<file path="src/rtl/cmd_fifo_iface.sv">
// cmd_fifo_iface: CPU-programmable command FIFO with a register interface.
// The CPU pushes 32-bit words through the DATA register. A consumer drains
// them through a valid/ready port that only presents data while out_en is set.
// Optional watermark interrupts are built only when CMD_FIFO_IRQ_EN is defined.
// Without that macro, irq is tied low and the watermark status and control
// bits read as zero.
module cmd_fifo_iface #(
    parameter int DEPTH_LOG2 = 5,
    parameter int HI_WATER   = 24,
    parameter int LO_WATER   = 8
) (
    input  logic        clk,
    input  logic        resetn,
    input  logic        CPURead,
    input  logic        CPUWrite,
    input  logic [15:0] CPUAddress,
    input  logic [31:0] CPUWriteData,
    output logic [31:0] CPUReadData,
    output logic [31:0] fifo_data,
    output logic        fifo_valid,
    input  logic        fifo_ready,
    output logic        irq
);

    localparam int DEPTH = 1 << DEPTH_LOG2;
    localparam int LW    = DEPTH_LOG2 + 1;
    localparam logic [LW-1:0] DEPTH_L = LW'(DEPTH);

    localparam logic [15:0] ADDR_DATA   = 16'h0000;
    localparam logic [15:0] ADDR_STATUS = 16'h0004;
    localparam logic [15:0] ADDR_CTRL   = 16'h0008;
    localparam logic [15:0] ADDR_CLEAR  = 16'h000C;

    logic [31:0]           mem [DEPTH];
    logic [DEPTH_LOG2-1:0] wr_ptr;
    logic [DEPTH_LOG2-1:0] rd_ptr;
    logic [LW-1:0]         level;
    logic                  out_en;
    logic                  overflow;

    logic wr_data;
    logic wr_ctrl;
    logic wr_clr;
    logic pop;
    logic push_ok;

    logic st_hi;
    logic st_lo;
    logic ctl_hi;
    logic ctl_lo;

    assign wr_data = CPUWrite && (CPUAddress == ADDR_DATA);
    assign wr_ctrl = CPUWrite && (CPUAddress == ADDR_CTRL);
    assign wr_clr  = CPUWrite && (CPUAddress == ADDR_CLEAR);

    assign fifo_valid = (level != '0) && out_en;
    assign pop        = fifo_valid && fifo_ready;
    // A full FIFO can still take a word when a pop frees a slot in the same cycle.
    assign push_ok    = wr_data && ((level < DEPTH_L) || pop);
    assign fifo_data  = mem[rd_ptr];

    // Storage write; contents need no reset because level gates visibility.
    always_ff @(posedge clk) begin
        if (push_ok) begin
            mem[wr_ptr] <= CPUWriteData;
        end
    end

    // Pointer and occupancy tracking.
    always_ff @(posedge clk) begin
        if (!resetn) begin
            wr_ptr <= '0;
            rd_ptr <= '0;
            level  <= '0;
        end else begin
            if (push_ok) begin
                wr_ptr <= wr_ptr + 1'b1;
            end
            if (pop) begin
                rd_ptr <= rd_ptr + 1'b1;
            end
            case ({push_ok, pop})
                2'b10:   level <= level + 1'b1;
                2'b01:   level <= level - 1'b1;
                default: level <= level;
            endcase
        end
    end

    // Output enable and the sticky overflow flag; a new overflow beats a clear.
    always_ff @(posedge clk) begin
        if (!resetn) begin
            out_en   <= 1'b0;
            overflow <= 1'b0;
        end else begin
            if (wr_ctrl) begin
                out_en <= CPUWriteData[0];
            end
            if (wr_data && !push_ok) begin
                overflow <= 1'b1;
            end else if (wr_clr && CPUWriteData[0]) begin
                overflow <= 1'b0;
            end
        end
    end

`ifdef CMD_FIFO_IRQ_EN
    localparam logic [LW-1:0] HI_L = LW'(HI_WATER);
    localparam logic [LW-1:0] LO_L = LW'(LO_WATER);

    logic [LW-1:0] level_prev;
    logic          hi_en;
    logic          lo_en;
    logic          hi_pend;
    logic          lo_pend;
    logic          hi_set;
    logic          lo_set;

    // A crossing is seen in the cycle the new level is present, which lets a
    // CLEAR issued right after the push that caused it collide with the set.
    assign hi_set = (level_prev < HI_L) && (level >= HI_L);
    assign lo_set = (level_prev > LO_L) && (level <= LO_L);

    // Watermark enables and pending flags; a set beats a simultaneous clear.
    always_ff @(posedge clk) begin
        if (!resetn) begin
            level_prev <= '0;
            hi_en      <= 1'b0;
            lo_en      <= 1'b0;
            hi_pend    <= 1'b0;
            lo_pend    <= 1'b0;
        end else begin
            level_prev <= level;
            if (wr_ctrl) begin
                hi_en <= CPUWriteData[1];
                lo_en <= CPUWriteData[2];
            end
            if (hi_set) begin
                hi_pend <= 1'b1;
            end else if (wr_clr && CPUWriteData[1]) begin
                hi_pend <= 1'b0;
            end
            if (lo_set) begin
                lo_pend <= 1'b1;
            end else if (wr_clr && CPUWriteData[2]) begin
                lo_pend <= 1'b0;
            end
        end
    end

    assign irq    = (hi_pend && hi_en) || (lo_pend && lo_en);
    assign st_hi  = hi_pend;
    assign st_lo  = lo_pend;
    assign ctl_hi = hi_en;
    assign ctl_lo = lo_en;
`else
    assign irq    = 1'b0;
    assign st_hi  = 1'b0;
    assign st_lo  = 1'b0;
    assign ctl_hi = 1'b0;
    assign ctl_lo = 1'b0;
`endif

    // Register read mux; reflects register state at the start of the read cycle.
    always_comb begin
        logic [31:0] status;
        status                = '0;
        status[DEPTH_LOG2:0]  = level;
        status[16]            = (level == '0);
        status[17]            = (level == DEPTH_L);
        status[18]            = overflow;
        status[19]            = st_hi;
        status[20]            = st_lo;
        CPUReadData           = '0;
        if (CPURead) begin
            case (CPUAddress)
                ADDR_STATUS: CPUReadData = status;
                ADDR_CTRL:   CPUReadData = {29'd0, ctl_lo, ctl_hi, out_en};
                default:     CPUReadData = '0;
            endcase
        end
    end

endmodule

</file>
<file path="config.mk">
export PLATFORM = sky130hd
export DESIGN_NAME = cmd_fifo_iface
export DESIGN_NICKNAME = d
export VERILOG_FILES = /design/src/rtl/cmd_fifo_iface.sv
export SDC_FILE = /design/constraint.sdc
export NUM_CORES = 1
export LEC_CHECK = 0
export BUFFER_PORTS_ARGS = -buffer_cell sky130_fd_sc_hd__buf_2
export CORE_AREA = 2 2 260 262
export DETAILED_ROUTE_END_ITERATION = 8
export DIE_AREA = 0 0 262 264
export PLACE_DENSITY_LB_ADDON = 0.05
export SETUP_SLACK_MARGIN = 0.4
export SLEW_MARGIN = 20
export SYNTH_ARGS = -nofsm -noshare
export SYNTH_HDL_FRONTEND = slang
export SYNTH_SLANG_ARGS = --single-unit
</file>
<file path="constraint.sdc">
create_clock -name clk -period 4.5 [get_ports clk]
set_input_delay 0.9 -clock clk [delete_from_list [all_inputs] [get_ports clk]]
set_output_delay 0.9 -clock clk [all_outputs]
set_load 0.03 [all_outputs]
</file>
== Word level (Yosys, flattened, before mapping) ==
Memory sizes are Yosys's and may differ from the RTL's. A register that Yosys moved wholly into a read port is not among the register bits.
Index checks and enable logic that the tools add are counted.
Cells by class
  add/subtract/negate cells: 4
  magnitude comparators: 1
  eq/ne operators: 6
  muxes and demuxes: 9
  reductions and logical operators: 15
Operator list (count)
  19-bit case mux with 2 select lines: 1
  16-bit by 4-bit equality test with 1-bit output (second input constant): 2
  19-bit 2-to-1 mux: 1
  16-bit by 3-bit equality test with 1-bit output (second input constant): 1
  16-bit logical NOT: 1
  6-bit case mux with 2 select lines: 1
  5-bit by 1-bit adder with 5-bit output (second input constant): 2
  5-bit 2-to-1 mux: 2
  1-bit logical AND: 8
  6-bit by 1-bit adder with 6-bit output (second input constant): 1
  6-bit equality test (second input constant): 1
  6-bit logical NOT: 1
  6-bit less-than comparator (second input constant): 1
  6-bit nonzero test: 1
  6-bit by 1-bit subtractor with 6-bit output (second input constant): 1
  1-bit 2-to-1 mux: 4
  2-bit nonzero test: 2
  2-bit by 1-bit equality test with 1-bit output (second input constant): 1
  2-bit equality test (second input constant): 1
  1-bit logical NOT: 1
  1-bit logical OR: 1
Storage, ports and cells
  register bits: 18
  memory bits (writable): 1024
  input bits: 53
  word-level logic and storage cells: 41
  memories kept: 1
Memories
  mem: depth 32, width 32, read ports 1, clocked after memory_dff 1, wr ports 1, line 34  | logic [31:0] mem [DEPTH];

== Longest topological paths before layout ==
  depth after elaboration: 8
  depth in mapped cells: 12
  gate-level depth less buffers: 10

== Least setup slack after synthesis ==
Ideal clock, no wire load.
  path kind: input to register
  start point: in CPUAddress[10]
  end point: mem mem[27][0] (enable)
  setup time: 0.421 ns
  arrival time: 3.529 ns
  data required time: 4.079 ns
  setup slack: 0.550 ns
  stages: 5
  path through: nor4_1 nand4_1 or3_1 clkbuf_1 nor2_1
Between the ends
  longest elaborated chain between the ends: 5
Ends and longest elaborated chain
  start, declared: line 16  | input logic [15:0] CPUAddress,
  16-bit logical NOT: line 52  | assign wr_data = CPUWrite && (CPUAddress == ADDR_DATA);
  1-bit logical AND: line 52
  1-bit logical AND: line 59  | assign push_ok = wr_data && ((level < DEPTH_L) || pop);
  1-bit 2-to-1 mux: line 64  | if (push_ok) begin
  1-bit 2-to-1 mux (implied by the code): line 65  | mem[wr_ptr] <= CPUWriteData;
  end, declared: line 34
Every way passes these cells.

==> run metrics <==
initial core utilization 61.4%; top_reg_cell synth edfxtp_1; post-placement cell count 3,041; routed wire length per instance 31.3 um; initial DRC count around 2,700; setup ws final 0.469 ns; post-synthesis sequential area ratio 76.4%; area of the core 66,600 um^2; Post-Syn Area 40,900 um^2; First-pass DRT Iterations 5; R2R depth 10; die outline area 69,200 um^2; final hold viol count 0; IO buf count 94; Max FO, Critical Path 17; Ys Warns 0; max frequency between 200 and 250 MHz; most common library cell in the layout ignoring fill and taps edfxtp_1; Tmin final slightly above 4 ns; Critical R2R Launch level[1]; Hold Crit Start overflow; clock-pin transition on the worst setup and hold timing paths 0.06 ns; die span in x 262 um; max_cap viols 0; FP Rows between 90 and 100; pin count of the biggest net entering global routing 63; share of post-route cells with drive strength above 1 around 29%; clk root buf clkbuf_16; CTS Hold Buffers Added 0; Placed Area between 40,000 and 50,000 um^2; Worst Tran Pin Value a little over 1 ns; Place WS 0.601 ns; number of global-route vias before repair 21,600; Residual DRC 0; Critical Path AT 3.13 ns; R2R Setup Slk 1.05 ns; gr usage total 29.9%; routability congestion estimate 0.778; initial antenna violation count 10; ANT cells 0; Clock Skews 0.0161 ns; final WL 102 mm; Critical Path End Type output port; setup TNS 0 ns; H-tree depth 3; synthesis-to-finish area growth 13.5%; Mapped Cells 2,120; CP required between 3 and 4 ns; post-route insts no fill about 3,200; Clock Path Buffers 3; RSZ-0062 raised after global routing false; register bit count reported by yosys 1,047; number of synthesized flops with an enable pin between 1,000 and 1,500; Inserted Clock Buffers 101; WHS Path Cells 2; IO Count ~120; CTS tree done; async set-reset flop share out of synthesis 0%; Mapped Avg Cell Area 19.3 um^2; final instance area between 40,000 and 50,000 um^2; first-pass GRT wire length 146 mm; HP Class reg2reg; CTS sink cnt 1,047; PD cells ~400 nW/um^2; DP HPWL 54.1 mm; worst vdd ir 0.315 mV; WHS Endpoint overflow; number of vias per cell between 6 and 7; final core utilization 69.7%; CP startpoint kind flop; outcome complete, no violations; period utilization 89.6%; Synth area leaders edfxtp_1 75%, mux4_2 7.1%, mux2_2 5.3%; relative slew slack 31.8%; endpoints failing setup 0; gr ovfl total 0; Fill cells 4,210; Yosys top cell by area edfxtp_1; Slew Limit Fails 0; Die Height ~260 um; count of unique library cells instantiated by Yosys between 50 and 60; DR vias around 22,000; worst skew pair latency 0.66 ns; post-route ant nets 0; nets 2,347; Pleak 0.0146 uW; top-area cell type share of the netlist area 75.3%; RR Endpoint level[2]; kind of critical path reg2out; most frequent cells in the layout 1,024 x edfxtp_1, 192 x mux2_2, 128 x mux4_2, 104 x clkbuf_16, 94 x buf_2
==> layout make-up <==
type | instances | area [um^2] | share of cell area (%)
well taps | 873 | 1090 | 2.36
repair buffers | 191 | 1740 | 3.75
flip-flops and latches | 1047 | 31200 | 67.3
inverters | 4 | 15.0 | 0.0324
multi-input cells | 941 | 9290 | 20.0
clock inverters | 60 | 354 | 0.764
clock buffers | 126 | 2660 | 5.74
==> sequential cells by signal (all words and copies together), names as in the netlist, named ones only <==
register	count
mem	1024
level	6
rd_ptr	5
wr_ptr	5
out_en	1
overflow	1
==> worst max-delay path, stage by stage (launching register included) <==
cell and delay (ns):
dfxtp_4 0.48, buf_12 0.20, buf_16 0.21, mux4_2 0.51, a22o_1 0.24, or4_1 0.60
buf_2 0.22
==> layer usage <==
layer	GRT usage [%]	wire [um]
met1	43.9	40700
met3	6.09	10000
met2	46.1	48100
met5	0	59
met4	9.07	2740
==> power by group <==
group,internal (uW),total [uW],switching [uW]
Clock,4310,7820,3510
Combinational,17.8,188,170
Sequential,10700,10700,0.00127
Total,15000,18700,3680
==> synth_stat cells, drive strengths merged, types with 23 or more instances <==
library cell / number
or4: 35
o21ai: 71
nor2: 44
nor3: 67
mux2: 192
buf: 61
edfxtp: 1024
nor2b: 69
a211oi: 65
clkbuf: 91
a22o: 64
mux4: 128
dfxtp: 23
o22ai: 64
==> through the flow <==
step	hold slack [ns]	power [uW]
floorplan	0.445	11000
global placement	0.462	11100
detailed placement	0.467	11100
CTS	0.480	18800
global route	0.512	19200
finish	0.489	18700
==> repair_timing <==
item | in CTS | in global routing
gates cloned | 3 | 1
setup endpoints to repair | 32 | 12
gates resized for setup | 8 | 9
setup buffers | 11 | 0
==> cell families (layout without fill, tap and decap cells) <==
kind of cell,count (synthesis),count (layout),share of synthesized area (%)
AOI/OAI and AO/OA,289,289,4.83
xor gates and xnor gates,6,6,0.129
adders and majority gates,8,8,0.245
buffers and inverters,156,381,1.88
DFF,1047,1047,76.4
muxes,325,325,12.5
other,1,24,0.00918
and+or+nand+nor,288,289,4.06
==> how the worst max path moves through the flow <==
stage                    end  cells past startpoint      startpoint
2_1_floorplan     mem[27][0]                      5  CPUAddress[10]
3_3_place_gp    fifo_data[3]                      6            flop
3_5_place_dp    fifo_data[3]                      6            flop
4_1_cts         fifo_data[0]                      6            flop
5_1_grt         fifo_data[1]                      7            flop
6_report       fifo_data[31]                      6            flop
(Power assumes the default switching activity.)
